**src/rtl/l2_cacheline_adaptor_if.sv**
```systemverilog
// Bundles the L2 pmem side and the physical-memory burst side of the cacheline adaptor.
// slave is the adaptor's view; master is the view of whatever drives L2 requests and memory beats.
interface l2_cacheline_adaptor_if #(
  parameter int LINE_WIDTH  = 256,
  parameter int BURST_WIDTH = 64,
  parameter int ADDR_WIDTH  = 32
);
  logic [ADDR_WIDTH-1:0]  address_i;
  logic                   read_i;
  logic                   write_i;
  logic [LINE_WIDTH-1:0]  line_i;
  logic [LINE_WIDTH-1:0]  line_o;
  logic                   resp_o;
  logic [ADDR_WIDTH-1:0]  address_o;
  logic                   read_o;
  logic                   write_o;
  logic [BURST_WIDTH-1:0] burst_o;
  logic [BURST_WIDTH-1:0] burst_i;
  logic                   resp_i;

  modport slave (
    input  address_i, read_i, write_i, line_i, burst_i, resp_i,
    output line_o, resp_o, address_o, read_o, write_o, burst_o
  );

  modport master (
    output address_i, read_i, write_i, line_i, burst_i, resp_i,
    input  line_o, resp_o, address_o, read_o, write_o, burst_o
  );
endinterface

```
**src/rtl/l2_cacheline_adaptor.sv**
```systemverilog
// Splits one L2 line read/write into BEATS memory beats; first beat request 1 cycle after the L2 request,
// resp_o 1 cycle after the last beat. Memory throttles by withholding resp_i; L2 holds its request until resp_o.
module l2_cacheline_adaptor #(
  parameter int LINE_WIDTH  = 256,
  parameter int BURST_WIDTH = 64,
  parameter int ADDR_WIDTH  = 32
) (
  input logic                   clk,
  input logic                   rst_n,
  l2_cacheline_adaptor_if.slave bus
);
  localparam int BEATS = LINE_WIDTH / BURST_WIDTH;
  localparam int CNT_W = $clog2(BEATS);
  localparam int OFF   = $clog2(LINE_WIDTH / 8);
  localparam logic [CNT_W-1:0] LAST_BEAT = CNT_W'(BEATS - 1);

  typedef enum logic [1:0] {
    S_IDLE,
    S_RD_BURST,
    S_WR_BURST,
    S_DONE
  } state_t;

  state_t                            r_state;
  state_t                            w_state_nxt;
  logic [CNT_W-1:0]                  r_beat_cnt;
  logic [ADDR_WIDTH-1:0]             r_addr;
  logic [BEATS-1:0][BURST_WIDTH-1:0] r_wbuf;
  logic [BEATS-1:0][BURST_WIDTH-1:0] r_line;

  logic                  w_last;
  logic                  w_rd;
  logic                  w_wr;
  logic                  w_resp;
  logic [ADDR_WIDTH-1:0] w_addr_aligned;

  assign w_addr_aligned = {bus.address_i[ADDR_WIDTH-1:OFF], {OFF{1'b0}}};
  assign w_last         = (r_beat_cnt == LAST_BEAT);

  always_comb begin
    w_state_nxt = r_state;
    w_rd        = 1'b0;
    w_wr        = 1'b0;
    w_resp      = 1'b0;
    case (r_state)
      S_IDLE: begin
        // A simultaneous read and write gives priority to the write-back.
        if (bus.write_i) begin
          w_state_nxt = S_WR_BURST;
        end else if (bus.read_i) begin
          w_state_nxt = S_RD_BURST;
        end
      end
      S_RD_BURST: begin
        w_rd = 1'b1;
        if (bus.resp_i && w_last) begin
          w_state_nxt = S_DONE;
        end
      end
      S_WR_BURST: begin
        w_wr = 1'b1;
        if (bus.resp_i && w_last) begin
          w_state_nxt = S_DONE;
        end
      end
      S_DONE: begin
        w_resp      = 1'b1;
        w_state_nxt = S_IDLE;
      end
      default: w_state_nxt = S_IDLE;
    endcase
  end

  always_ff @(posedge clk or negedge rst_n) begin
    if (!rst_n) begin
      r_state <= S_IDLE;
    end else begin
      r_state <= w_state_nxt;
    end
  end

  always_ff @(posedge clk or negedge rst_n) begin
    if (!rst_n) begin
      r_beat_cnt <= '0;
      r_addr     <= '0;
      r_wbuf     <= '0;
      r_line     <= '0;
    end else begin
      case (r_state)
        S_IDLE: begin
          if (bus.write_i || bus.read_i) begin
            r_addr     <= w_addr_aligned;
            r_beat_cnt <= '0;
          end
          if (bus.write_i) begin
            r_wbuf <= bus.line_i;
          end
        end
        S_RD_BURST: begin
          if (bus.resp_i) begin
            r_line[r_beat_cnt] <= bus.burst_i;
            r_beat_cnt         <= r_beat_cnt + CNT_W'(1);
          end
        end
        S_WR_BURST: begin
          if (bus.resp_i) begin
            r_beat_cnt <= r_beat_cnt + CNT_W'(1);
          end
        end
        default: ;
      endcase
    end
  end

  assign bus.read_o    = w_rd;
  assign bus.write_o   = w_wr;
  assign bus.resp_o    = w_resp;
  assign bus.address_o = (w_rd || w_wr) ? r_addr : '0;
  assign bus.burst_o   = w_wr ? r_wbuf[r_beat_cnt] : '0;
  assign bus.line_o    = r_line;

  a_no_rd_and_wr: assert property (@(posedge clk) disable iff (!rst_n) !(bus.read_o && bus.write_o));
  a_resp_single:  assert property (@(posedge clk) disable iff (!rst_n) bus.resp_o |=> !bus.resp_o);
endmodule

```
**src/flat_wrapper.sv**
```systemverilog
// flat-port wrapper written by rule: the top's interface ports become plain ports
module l2_cacheline_adaptor_flat 
#(
  parameter int LINE_WIDTH  = 256,
  parameter int BURST_WIDTH = 64,
  parameter int ADDR_WIDTH  = 32
)
  (clk, rst_n, bus_address_i, bus_read_i, bus_write_i, bus_line_i, bus_burst_i, bus_resp_i, bus_line_o, bus_resp_o, bus_address_o, bus_read_o, bus_write_o, bus_burst_o);
  l2_cacheline_adaptor_if #(.LINE_WIDTH(LINE_WIDTH), .BURST_WIDTH(BURST_WIDTH), .ADDR_WIDTH(ADDR_WIDTH)) bus_i ();
  input logic clk;
  input logic rst_n;
  input wire logic [$bits(bus_i.address_i)-1:0] bus_address_i;
  input wire logic [$bits(bus_i.read_i)-1:0] bus_read_i;
  input wire logic [$bits(bus_i.write_i)-1:0] bus_write_i;
  input wire logic [$bits(bus_i.line_i)-1:0] bus_line_i;
  input wire logic [$bits(bus_i.burst_i)-1:0] bus_burst_i;
  input wire logic [$bits(bus_i.resp_i)-1:0] bus_resp_i;
  output wire logic [$bits(bus_i.line_o)-1:0] bus_line_o;
  output wire logic [$bits(bus_i.resp_o)-1:0] bus_resp_o;
  output wire logic [$bits(bus_i.address_o)-1:0] bus_address_o;
  output wire logic [$bits(bus_i.read_o)-1:0] bus_read_o;
  output wire logic [$bits(bus_i.write_o)-1:0] bus_write_o;
  output wire logic [$bits(bus_i.burst_o)-1:0] bus_burst_o;
  assign bus_i.address_i = bus_address_i;
  assign bus_i.read_i = bus_read_i;
  assign bus_i.write_i = bus_write_i;
  assign bus_i.line_i = bus_line_i;
  assign bus_i.burst_i = bus_burst_i;
  assign bus_i.resp_i = bus_resp_i;
  assign bus_line_o = bus_i.line_o;
  assign bus_resp_o = bus_i.resp_o;
  assign bus_address_o = bus_i.address_o;
  assign bus_read_o = bus_i.read_o;
  assign bus_write_o = bus_i.write_o;
  assign bus_burst_o = bus_i.burst_o;
  l2_cacheline_adaptor #(.LINE_WIDTH(LINE_WIDTH), .BURST_WIDTH(BURST_WIDTH), .ADDR_WIDTH(ADDR_WIDTH)) u_core (.clk(clk), .rst_n(rst_n), .bus(bus_i));
endmodule
```
**config.mk**
```make
export PLATFORM = sky130hd
export DESIGN_NAME = l2_cacheline_adaptor_flat
export DESIGN_NICKNAME = d
export VERILOG_FILES = /design/src/rtl/l2_cacheline_adaptor_if.sv /design/src/rtl/l2_cacheline_adaptor.sv /design/src/flat_wrapper.sv
export SDC_FILE = /design/constraint.sdc
export NUM_CORES = 1
export LEC_CHECK = 0
export ABC_AREA = 0
export CAP_MARGIN = 40
export CORE_AREA = 3 3 274 276
export DETAILED_ROUTE_END_ITERATION = 7
export DIE_AREA = 0 0 277 279
export PLACE_DENSITY = 0.65
export SYNTH_ARGS = -nofsm -noshare
export SYNTH_HDL_FRONTEND = slang
export SYNTH_SLANG_ARGS = --single-unit
```
**constraint.sdc**
```tcl
create_clock -name clk -period 2.17 [get_ports clk]
set_input_delay 0.217 -clock clk [delete_from_list [all_inputs] [get_ports clk]]
set_output_delay 0.217 -clock clk [all_outputs]
set_load 0.01 [all_outputs]
```
==> flow_summary.json, run 1 <==
{
  "routed_wl_um": 69710,
  "yosysTopAreaCell": "dfrtp_1",
  "yosysMostFrequentCell": "dfrtp_1",
  "cts.clk_slew.worst_paths_ns": 0.06,
  "clockBufferDepth": 3,
  "hp-class": "input pin to async pin",
  "gp_congestion": 0.8577,
  "portBuffers": 701,
  "crit_path_max_fanout": 7,
  "clock_sinks": 543,
  "power.density_mw_per_mm2": 1508,
  "drtIter0Drc": 429,
  "dp_cells": 3001,
  "wl_per_cell_um": 22.14,
  "grt_pass1_vias": 16423,
  "crit_chain": "buf_12 > buf_16 > buf_6 > mux4_2 > and2_4 > buf_6",
  "hpwl_um": 51070,
  "min_period_over_period_pct": 114.4,
  "cellLeakagePower_nw": 14.59,
  "peakVddDrop_mv": 0.9061,
  "synth.area.top_cells": "dfrtp_1 60%, mux2_2 27%, mux4_2 6.4%",
  "cts_buffers": 58,
  "die_area_mm2": 0.07728,
  "tightest_slew_ns": 0.5147,
  "fin_ws_ns": -0.3118,
  "synth_ff_type": "dfrtp_1",
  "critPathMaxStageDelay_ns": 0.52,
  "vias": 14515,
  "synthCells": 1355,
  "synth_top_area_share_pct": 60.00,
  "grt_pass1_wl_um": 104800,
  "syn_area_per_cell_um2": 16.71,
  "synth_edf_count": 0,
  "ys_seq_area_share_pct": 60.00,
  "crit_path_end_kind": "output pin",
  "htreeDepth": 2,
  "viasPerCell": 4.609,
  "syn2layout_area_growth_pct": 49.63,
  "setup_viol": 64,
  "dpl_cell_area_mm2": 0.03116,
  "clk_latency_ns": 0.62,
  "dr.pass1.iters": 4,
  "relSlewSlack_pct": 65.69,
  "crit_path_top_delay_cell": "dfrtp_4",
  "grt_overflow": 0,
  "drc": 0,
  "filler_cell_count": 6354,
  "cpMostUsedCell": "buf_6",
  "route.antenna.remaining_nets": 0,
  "cts_tree": "built",
  "max_cap_violations": 0,
  "hold_ws_ns": 0.1149,
  "crit_path_start_kind": "register",
  "grt_max_degree": 84,
  "drive_gt1_share_pct": 45.05,
  "status": "complete, but fails checks",
  "ys_types": 20,
  "async_flop_share_pct": 100.0,
  "reg2reg_from": "u_core.r_beat_cnt[0]",
  "start_util_pct": 31.09,
  "dieHeight_um": 279,
  "ff2ff_setup_slack_ns": 0.11,
  "fin_nets": 2509,
  "skew_ns": 0.01915,
  "final_area_mm2": 0.03389,
  "synth_commonest_cells": "543 x dfrtp_1, 539 x mux2_2, 91 x and2_1",
  "rsz0062_at_grt": "yes",
  "synth.cell_area_mm2": 0.02265,
  "ys_ff_latch": 543,
  "timing.fmax_mhz": 402.9,
  "rows": 99,
  "hold_violations": 0,
  "violations": "negative setup slack",
  "final_cell_count_no_fill": 3149,
  "clock-root-buffer": "clkbuf_16",
  "fin_setup_tns_ns": -15.70,
  "pin_count": 712,
  "path_class": "register to output pin",
  "fin_util_pct": 46.52,
  "antenna_found_initial": 13,
  "critical_path_arrival_ns": 2.26,
  "final_max_slew_viol_count": 0,
  "grt_usage_pct": 17.72,
  "cp.required_ns": 1.95,
  "yosys_warnings": 0,
  "r2r_cells": 6,
  "min_period_ns": 2.482,
  "die_x_um": 277,
  "core-area_mm2": 0.07283,
  "worstReg2RegEnd": "u_core.bus.line_o[234]"
}
-- cell families after synthesis --
group	after synthesis	share of synthesized area [%]
other	1	0.01656
and+or+nand+nor	101	2.790
muxes	608	33.39
DFF	543	60.00
AOI/OAI and AO/OA	4	0.1326
buffers and inverters	89	3.171
adders and majority gates	9	0.4973
-- registers in the layout (all words and copies together), names as in the netlist --
signal and count:
u_core.r_state 2, u_core.r_addr 27, u_core.r_beat_cnt 2, u_core.bus.line_o 256, u_core.r_wbuf 256
-- report_power, final --
group          switching (mW)  internal [mW]  total [mW]
clock network            4.10           5.85        9.96
logic                    8.58           14.7        23.3
registers                2.72           15.1        17.9
-- per-layer routing --
metal  global-route usage [%]  wire length [µm]  part of all wire (%)  up-vias
li1                         -                 -                     -     6442
met1                    20.11             26270                    38     7401
met2                    31.07             35290                    51      538
met3                    6.246              5827                   8.4      122
met4                    5.994              2238                   3.2       12
met5                        0                81                  0.12        -
-- final cells by class --
type / count / area [µm²] / share of cell area [%]
inverter: 5 / 18.77 / 0.05539
tap: 959 / 1200 / 3.541
clock buffer: 83 / 1685 / 4.974
timing repair buffer: 808 / 8496 / 25.07
multi-input combinational: 727 / 8637 / 25.49
clock inverter: 16 / 232.7 / 0.6868
antenna: 8 / 20.02 / 0.05908
sequential: 543 / 13600 / 40.12
-- stage by stage --
stage | total power [mW] | setup slack (ns)
finish | 51.10 | -0.3118
global route | 53.98 | -0.3959
CTS | 51.49 | -0.3812
detailed placement | 39.30 | -0.04436
global placement | 38.64 | -0.03832
floorplan | 28.23 | 0.3238
-- worst max-delay path, delay by kind of cell, from the launching register on --
| family | cells | cell delay [ns] |
|---|---|---|
| buffers and inverters | 4 | 0.55 |
| flip-flops | 1 | 0.52 |
| multiplexers | 1 | 0.42 |
| AND/OR/NAND/NOR | 1 | 0.18 |
-- placed cells by master (no fill, tap or decap), types with 4 or more instances in the layout --
master,n
clkdlybuf4s50_1,606
mux4_2,64
clkbuf_8,14
mux2_2,539
diode_2,8
clkinv_2,6
nand2_1,4
mux2i_1,5
ha_1,6
buf_8,6
clkbuf_16,59
and2_4,80
bufinv_16,4
buf_2,14
conb_1,5
buf_4,45
dfrtp_1,541
buf_12,40
and2_1,11
buf_6,90
nand3_4,4
clkbuf_1,11
-- worst max-delay path by stage --
| stage | start | to | slack, ns |
|---|---|---|---|
| floorplan | u_core.r_beat_cnt[1] | u_core.bus.line_o[10] | 0.32 |
| global placement | u_core.r_beat_cnt[0] | bus_burst_o[38] | -0.04 |
| detailed placement | u_core.r_beat_cnt[0] | bus_burst_o[38] | -0.04 |
| CTS | u_core.r_beat_cnt[0] | bus_burst_o[38] | -0.38 |
| global route | u_core.r_beat_cnt[0] | bus_burst_o[32] | -0.40 |
| finish | u_core.r_beat_cnt[0] | bus_burst_o[38] | -0.31 |
-- timing repair --
item	4_1_cts	5_1_grt
gates cloned	4	1
endpoints found under the hold margin	245	0
resized for setup	536	48
buffers inserted	32	10
endpoints found under the setup margin	113	92
hold buffers	1	0
pin swaps	48	1
(Power assumes the default switching activity.)
==> run 2: changes to the inputs <==
- PLACE_DENSITY: 0.65 -> default
==> run 2 against run 1 <==
  * Via count increased by 0.58%
  * The run still ends with negative setup slack left
  * Global-route usage increased by 0.099 points
  * Final area increased by 0.58%
  * Wire length increased by 1.4%
  * Sequential share of layout area decreased by 0.23 points
  * Core utilization increased by 0.27 points
  * Clock skew decreased by 0.0049 ns
  * Largest power group unchanged
==> flow_summary.json, run 2 (synthesis gave the netlist of run 1 again) <==
{
  "hp-class": "input pin to async pin",
  "cts_buffers": 60,
  "pin_count": 712,
  "clock-root-buffer": "clkbuf_16",
  "grt_pass1_wl_um": 105100,
  "htreeDepth": 2,
  "portBuffers": 701,
  "grt_max_degree": 75,
  "drive_gt1_share_pct": 44.83,
  "power.density_mw_per_mm2": 1500,
  "vias": 14599,
  "grt_pass1_vias": 16171,
  "status": "complete, but fails checks",
  "skew_ns": 0.01421,
  "rows": 99,
  "dr.pass1.iters": 4,
  "die_area_mm2": 0.07728,
  "grt_usage_pct": 17.82,
  "min_period_ns": 2.485,
  "ff2ff_setup_slack_ns": 0.02,
  "r2r_cells": 8,
  "critical_path_arrival_ns": 2.27,
  "fin_nets": 2524,
  "hold_violations": 0,
  "cts_tree": "built",
  "min_period_over_period_pct": 114.5,
  "timing.fmax_mhz": 402.3,
  "cts.clk_slew.worst_paths_ns": 0.06,
  "dieHeight_um": 279,
  "tightest_slew_ns": 0.5216,
  "cp.required_ns": 1.95,
  "core-area_mm2": 0.07283,
  "crit_path_start_kind": "register",
  "route.antenna.remaining_nets": 0,
  "final_max_slew_viol_count": 0,
  "path_class": "register to output pin",
  "setup_viol": 81,
  "reg2reg_from": "u_core.r_state[1]",
  "start_util_pct": 31.09,
  "final_common_cell": "clkdlybuf4s50_1",
  "cellLeakagePower_nw": 14.71,
  "layout_common_cells": "606 x clkdlybuf4s50_1, 541 x dfrtp_1, 539 x mux2_2, 73 x buf_6, 67 x and2_4",
  "drc": 0,
  "rsz0062_at_grt": "yes",
  "fin_setup_tns_ns": -14.09,
  "wl_per_cell_um": 22.28,
  "worstReg2RegEnd": "u_core.r_beat_cnt[0]",
  "endpoint": "bus_burst_o[60]",
  "clk_latency_ns": 0.60,
  "syn2layout_area_growth_pct": 50.51,
  "antenna_found_initial": 22,
  "viasPerCell": 4.601,
  "max_cap_violations": 0,
  "drtIter0Drc": 401,
  "grt_overflow": 0,
  "fin_util_pct": 46.79,
  "fin_ws_ns": -0.3155,
  "gp_congestion": 0.8308,
  "crit_path_start": "u_core.r_beat_cnt[0]",
  "crit_path_end_kind": "output pin",
  "crit_path_max_fanout": 4,
  "routed_wl_um": 70690,
  "peakVddDrop_mv": 0.8979,
  "die_x_um": 277,
  "hpwl_um": 52010,
  "clockBufferDepth": 3,
  "relSlewSlack_pct": 65.23,
  "clock_sinks": 543,
  "violations": "negative setup slack"
}
==> run 2: per-stage QoR <==
stage	instance area, µm²	worst slack, ns	hold slack [ns]	instances	power (mW)
after global routing	34070	-0.3979	0.1568	3167	53.94
final	34080	-0.3155	0.1596	3173	51.14
after floorplan	22660	0.3238	-0.07859	1359	28.23
after detailed placement	31230	-0.1373	0.2023	3010	39.28
after CTS	33760	-0.3623	0.1316	3153	51.15
after global placement	31230	-0.1316	0.1997	3010	38.73
==> run 2: how the worst min path moves through the flow <==
stage,end,slack (ns),cells past startpoint
after floorplan,u_core.bus.line_o[0],-0.08,0
after global placement,u_core.r_wbuf[212],0.20,1
after detailed placement,u_core.r_wbuf[223],0.20,1
after CTS,u_core.r_wbuf[223],0.13,2
after global routing,u_core.r_wbuf[223],0.16,2
final,u_core.r_wbuf[25],0.16,2
==> run 2: what timing repair did <==
action                                  CTS  global route
hold endpoints to repair                 61             0
endpoints found under the setup margin   93            81
buffers inserted                         28            10
cloned                                    6             3
hold buffers                              1             0
resized for setup                       504            59
pin swaps                                51            14
==> run 2: area by class of cell <==
cell class / count / area, µm²
well taps: 959 / 1200
multi-input cells: 727 / 8603
inverters: 5 / 18.77
diodes: 10 / 25.02
clock inverters: 13 / 151.4
flip-flops and latches: 543 / 13600
fillers: 6320 / 38750
clock buffers: 95 / 1834
repair buffers: 821 / 8655
==> run 2: layer usage <==
metal / wire [µm] / GRT usage, % / up-vias / part of all wire [%]
li1: - / - / 6485 / -
met1: 26590 / 20.13 / 7422 / 38
met2: 35390 / 30.88 / 528 / 50
met3: 6388 / 7.149 / 138 / 9.0
met4: 2154 / 5.630 / 26 / 3.0
met5: 175 / 0 / - / 0.25
==> run 2: where the power goes <==
part	internal (mW)	switching [mW]	leakage (nW)
registers	15.1	2.67	6.60
clock network	6.10	4.09	0.976
logic	14.6	8.51	7.13
==> run 2: worst max-delay path, stage by stage (launching register included) <==
cell	delay, ns
dfrtp_4	0.51
buf_12	0.16
buf_8	0.13
buf_4	0.13
mux4_2	0.43
and2_4	0.18
buf_6	0.12
==> run 3: changes to the inputs <==
- CORE_AREA: 3 3 274 276 -> 2 2 273 275
- DIE_AREA: 0 0 277 279 -> 0 0 275 277
- REMOVE_ABC_BUFFERS: default -> 1
==> run 3 against run 2 <==
  * The run still ends with negative setup slack left
  * First-iteration DRC count is 48% higher
  * Critical path depth stayed put
  * Core utilization is 1.1 points higher
  * Critical endpoint is now bus_burst_o[53]
==> flow_summary.json, run 3 (synthesis gave the netlist of run 1 again) <==
{
  "path_class": "register to output pin",
  "final_cell_count_no_fill": 3218,
  "fin_util_pct": 47.86,
  "filler_cell_count": 6321,
  "critical_path_buf_inv_count": 4,
  "pre_cts_ws_ns": -0.06441,
  "hold_violations": 0,
  "cts_tree": "built",
  "fin_ws_ns": -0.3302,
  "crit_path_end_kind": "output pin",
  "viasPerCell": 4.673,
  "grt_usage_pct": 19.79,
  "crit_path_max_fanout": 5,
  "grt_pass1_vias": 16871,
  "clock-root-buffer": "clkbuf_16",
  "crit_chain": "buf_6 > buf_16 > buf_8 > mux4_2 > and2_4 > buf_8",
  "rows": 100,
  "crit_path_start_kind": "register",
  "dr.pass1.iters": 4,
  "route.antenna.remaining_nets": 0,
  "drtIter0Drc": 593,
  "use_met1_pct": 23.41,
  "dieHeight_um": 277,
  "portBuffers": 701,
  "hp-class": "input pin to async pin",
  "total_power_mw": 52.50,
  "min_period_ns": 2.500,
  "clk_latency_ns": 0.63,
  "grt_use_met2_pct": 34.02,
  "start_util_pct": 30.78,
  "vias": 15039,
  "peakVddDrop_mv": 0.8299,
  "pin_count": 712,
  "grt_max_degree": 92,
  "wl_per_cell_um": 24.52,
  "grtUsageMet3_pct": 7.197,
  "cpMostUsedCell": "buf_8",
  "max_cap_violations": 0,
  "final_common_cell": "clkdlybuf4s50_1",
  "status": "complete, but fails checks",
  "cp_top_family": "buffers and inverters",
  "grt_pass1_wl_um": 111900,
  "drc": 0,
  "die_x_um": 275,
  "cellLeakagePower_nw": 15.59,
  "cp.required_ns": 1.95,
  "grt_overflow": 0,
  "cts.clk_slew.worst_paths_ns": 0.06,
  "critical_path_arrival_ns": 2.28,
  "clock_sinks": 543,
  "syn2layout_area_growth_pct": 55.50,
  "rsz0062_at_grt": "yes",
  "fin_nets": 2565,
  "routed_wl_um": 78900,
  "dp_cells": 3022,
  "min_period_over_period_pct": 115.2,
  "gp_congestion": 0.8297,
  "htreeDepth": 2,
  "clockBufferDepth": 3,
  "setup_viol": 321,
  "skew_ns": 0.02358,
  "hpwl_um": 51520,
  "cts_buffers": 60,
  "power.density_mw_per_mm2": 1491,
  "timing.fmax_mhz": 400.0,
  "final_max_slew_viol_count": 0,
  "antenna_found_initial": 13,
  "layout_common_cells": "606 x clkdlybuf4s50_1, 541 x dfrtp_1, 426 x mux2_2, 113 x mux2_4, 93 x buf_6",
  "critPathMaxStageDelay_ns": 0.51,
  "drive_gt1_share_pct": 45.84,
  "die_area_mm2": 0.07618,
  "crit_path_top_delay_cell": "dfrtp_4",
  "core-area_mm2": 0.07357,
  "violations": "negative setup slack",
  "grt.busiest_layer": "met2"
}
run 3: cell types whose count changed in the layout (fill, tap and decap cells not counted), sizes merged, moves of 2 or more:
cell | before | now
buf | 207 | 238
clkbuf | 98 | 105
clkinv | 7 | 12
diode | 10 | 4
inv | 6 | 8
run 3: power breakdown:
| group | switching, mW | total [mW] | leakage, nW | internal (mW) |
|---|---|---|---|---|
| logic | 9.18 | 24.6 | 8.05 | 15.4 |
| registers | 2.73 | 17.9 | 6.60 | 15.2 |
| clock network | 4.26 | 10.0 | 0.945 | 5.75 |
| total | 16.2 | 52.5 | 15.6 | 36.3 |
run 3: layout make-up:
| cell class | instances | area [µm²] | share of cell area [%] |
|---|---|---|---|
| flip-flops and latches | 543 | 13600 | 38.61 |
| diodes | 4 | 10.01 | 0.02843 |
| inverters | 5 | 28.78 | 0.08172 |
| multi-input cells | 727 | 9066 | 25.75 |
| well taps | 969 | 1212 | 3.443 |
| clock inverters | 18 | 187.7 | 0.5330 |
| repair buffers | 862 | 9379 | 26.63 |
| clock buffers | 90 | 1734 | 4.925 |
run 3: routing by layer:
metal  share of wire, %  vias up  wire length [µm]
li1                   -     6553                 -
met4                2.0       22              1611
met5               0.18        -               141
met1                 39     7793             30970
met2                 49      553             39030
met3                9.1      118              7152
run 3: path summary, 6_finish.rpt:
| path | start | to | slack [ns] | cells after the start |
|---|---|---|---|---|
| worst max-delay path | u_core.r_beat_cnt[0] | bus_burst_o[53] | -0.33 | 6 |
| worst max register to register | u_core.r_beat_cnt[0] | u_core.bus.line_o[28] | -0.16 | 11 |
| worst min register to register | u_core.r_addr[26] | u_core.r_addr[26] | 0.50 | 1 |
| max in group asynchronous | rst_n | u_core.r_wbuf[113] | 1.16 | 3 |
| min in group clk | bus_address_i[21] | u_core.r_addr[21] | 0.20 | 2 |
| worst min-delay path | rst_n | u_core.bus.line_o[97] | 0.10 | 2 |
run 3: what timing repair did:
action / in CTS / in global routing
pin swaps: 61 / 12
hold buffers: 1 / 0
resized for setup: 543 / 206
cloned: 22 / 10
setup buffers: 41 / 28
setup endpoints to repair: 239 / 342
endpoints found under the hold margin: 158 / 0
run 3: per-stage QoR:
step                      cell area, µm²  hold slack [ns]  TNS [ns]
after CTS                          34510          0.09537    -42.15
final                              35210           0.1008    -39.82
after floorplan                    21960         -0.07859  -1949.92
after global placement             31200           0.1894   -0.8716
after global routing               35210           0.1111    -65.02
after detailed placement           31200           0.1923    -3.919
==> variant, RTL diff (config.mk and constraints of run 3) <==
`ADDR_WIDTH` is set to 32 in 3 places; all go to 48.
--- a/src/rtl/l2_cacheline_adaptor_if.sv
+++ b/src/rtl/l2_cacheline_adaptor_if.sv
@@ -3,7 +3,7 @@
 interface l2_cacheline_adaptor_if #(
   parameter int LINE_WIDTH  = 256,
   parameter int BURST_WIDTH = 64,
-  parameter int ADDR_WIDTH  = 32
+  parameter int ADDR_WIDTH  = 48
 );
   logic [ADDR_WIDTH-1:0]  address_i;
   logic                   read_i;
--- a/src/rtl/l2_cacheline_adaptor.sv
+++ b/src/rtl/l2_cacheline_adaptor.sv
@@ -3,7 +3,7 @@
 module l2_cacheline_adaptor #(
   parameter int LINE_WIDTH  = 256,
   parameter int BURST_WIDTH = 64,
-  parameter int ADDR_WIDTH  = 32
+  parameter int ADDR_WIDTH  = 48
 ) (
   input logic                   clk,
   input logic                   rst_n,
--- a/src/flat_wrapper.sv
+++ b/src/flat_wrapper.sv
@@ -3,7 +3,7 @@
 #(
   parameter int LINE_WIDTH  = 256,
   parameter int BURST_WIDTH = 64,
-  parameter int ADDR_WIDTH  = 32
+  parameter int ADDR_WIDTH  = 48
 )
   (clk, rst_n, bus_address_i, bus_read_i, bus_write_i, bus_line_i, bus_burst_i, bus_resp_i, bus_line_o, bus_resp_o, bus_address_o, bus_read_o, bus_write_o, bus_burst_o);
   l2_cacheline_adaptor_if #(.LINE_WIDTH(LINE_WIDTH), .BURST_WIDTH(BURST_WIDTH), .ADDR_WIDTH(ADDR_WIDTH)) bus_i ();
Interface: changed (resized bus_address_i and bus_address_o); port bits go from 712 to 744. The function was not compared with the original's and may differ.
==> variant against run 3 <==
- the run still ends with setup timing left
- routed wire length down 0.22%
- fmax down 2.7%
- clock skew up 7.2 ps
- hold slack better by 24 ps
- setup slack worse by 68 ps
- area after synthesis up 3.1%
- power up 4.3%
- first-iteration DRC count up 0.34%
- die area unchanged
- critical path depth up 1
- via count up 2.9%
- cell area up 3.2%
- sequential cell count up 16
- critical path type unchanged
- largest power group unchanged
- highest routed layer unchanged
==> variant: results (changes against run 3) <==
outcome = finished with violations (unchanged)
failing checks = setup timing (unchanged)
vias per cell = 4.67 (about the same)
layout cell share with drive strength beyond 1 = 46.5% (was 45.8%)
synthesized instance count = 1407 (was 1355)
Worst Path Arrival = 2350 ps (was 2280 ps)
Reg2Reg Depth = 9 (was 11)
Setup Skew = 30.8 ps (was 23.6 ps)
nets@finish = 2673 (was 2565)
Root Driver = clkbuf_16 (unchanged)
worst min path class = input pin to asynchronous set/reset pin (unchanged)
Iteration-0 DRC Markers = 595 (was 593)
worst hold slack = 125 ps (was 101 ps)
Clock Latency Late Sink = 620 ps
register area share after synthesis = 59.9% (was 60.0%)
peak supply drop = 1.02 mV (was 0.830 mV)
Post-synth ARST share = 100% (unchanged)
ranking of synthesized cells by area = dfrtp_1 (60%), mux2_2 (27%), mux4_2 (6.2%), and2_1 (2.9%), buf_6 (2.1%) (was dfrtp_1 (60%), mux2_2 (27%), mux4_2 (6.4%), and2_1 (2.5%), buf_6 (2.2%))
CTS Hold Bufs = 1 (unchanged)
largest net degree at the start of global routing = 54 (was 92)
initial antenna violation count = 16 (was 13)
GP Congestion = 0.807 (was 0.830)
DR pass1 iterations = 6 (was 4)
worst setup path endpoint = bus_burst_o[18] (was bus_burst_o[53])
worst flop-to-flop path endpoint = u_core.bus.line_o[217] (was u_core.bus.line_o[28])
post-DP HPWL = 54.2 mm (was 51.5 mm)
H-tree levels = 2 (unchanged)
R2R setup slack = 0 ps (was -160 ps)
clk buf depth = 3 (unchanged)
# resized after CTS = 523 (was 543)
vias in the first global route = 17200 (was 16900)
final setup vio count = 72 (was 321)
setup bufs post-CTS = 33 (was 41)
clk slew on worst S/H paths = 60 ps (about the same)
worst-path maximum fanout = 5 (unchanged)
Final TNS setup = -17460 ps (was -39820 ps)
Routed WL = 78.7 mm (was 78.9 mm)
final setup margin = -398 ps (was -330 ps)
first-pass GRT wire length = 110 mm (was 112 mm)
IO Port Bufs = 733 (was 701)
post-DR wirelength/cell = 23.7 µm (was 24.5 µm)
Leakage = 0.0160 µW (was 0.0156 µW)
total CTS buffers = 61 (was 60)
CP peak stage delay = 520 ps
CP max stage cell = dfrtp_4 (unchanged)
worst reg2reg startpoint = u_core.r_beat_cnt[0] (unchanged)
Commonest cells post-synth = dfrtp_1 (559), mux2_2 (555), and2_1 (107) (was dfrtp_1 (543), mux2_2 (539), and2_1 (91))
Total GRT Usage = 19.3% (was 19.8%)
measured slew at the worst slew-check pin = 698 ps
Post-Place Cells = 3102 (was 3022)
[variant: final cells by class]
| class | instances | area [µm²] |
|---|---|---|
| Sequential cell | 559 | 14000 |
| Clock buffer | 96 | 1860 |
| Clock inverter | 14 | 134 |
| Antenna cell | 9 | 22.5 |
| Tap cell | 969 | 1210 |
| Timing Repair Buffer | 903 | 9760 |
| Fill cell | 6273 | 37200 |
| Inverter | 5 | 26.3 |
| Multi-Input combinational cell | 761 | 9310 |
[variant: power by group]
part / switching, µW / internal (µW)
sequential: 2780 / 15600
clock: 4260 / 6070
combinational: 9590 / 16400
total: 16600 / 38100
[variant: kinds of logic after synthesis]
| kind of cell | share of synthesized area (%) |
|---|---|
| multiplexers | 33.2 |
| buffers and inverters | 3.13 |
| AND/OR/NAND/NOR | 3.14 |
| AO/OA/AOI/OAI | 0.129 |
| other | 0.0161 |
| adder cells (fa/ha/maj) | 0.483 |
| flip-flops | 59.9 |
[variant: layer usage]
metal	share of wire, %	GRT usage (%)	vias up
li1	-	-	6812
met1	38	22.0	7942
met2	49	32.7	572
met3	9.7	7.40	138
met4	2.9	6.72	12
met5	0.095	0	-
[variant: critical path: cells and delay by family, from the launching register on]
kind	cells	cell delay, ps
muxes	1	410
buffers and inverters	5	650
DFF	1	520
and+or+nand+nor	1	180
[variant: per-stage QoR]
step                      cell area, µm²  utilization, %  setup WS (ps)
after floorplan                    22600               -          -4800
after global placement             32300            43.9          -39.3
after detailed placement           32300            43.9          -46.3
after CTS                          35000            47.5           -553
after global routing               36300            49.4           -472
final                              36300            49.4           -398
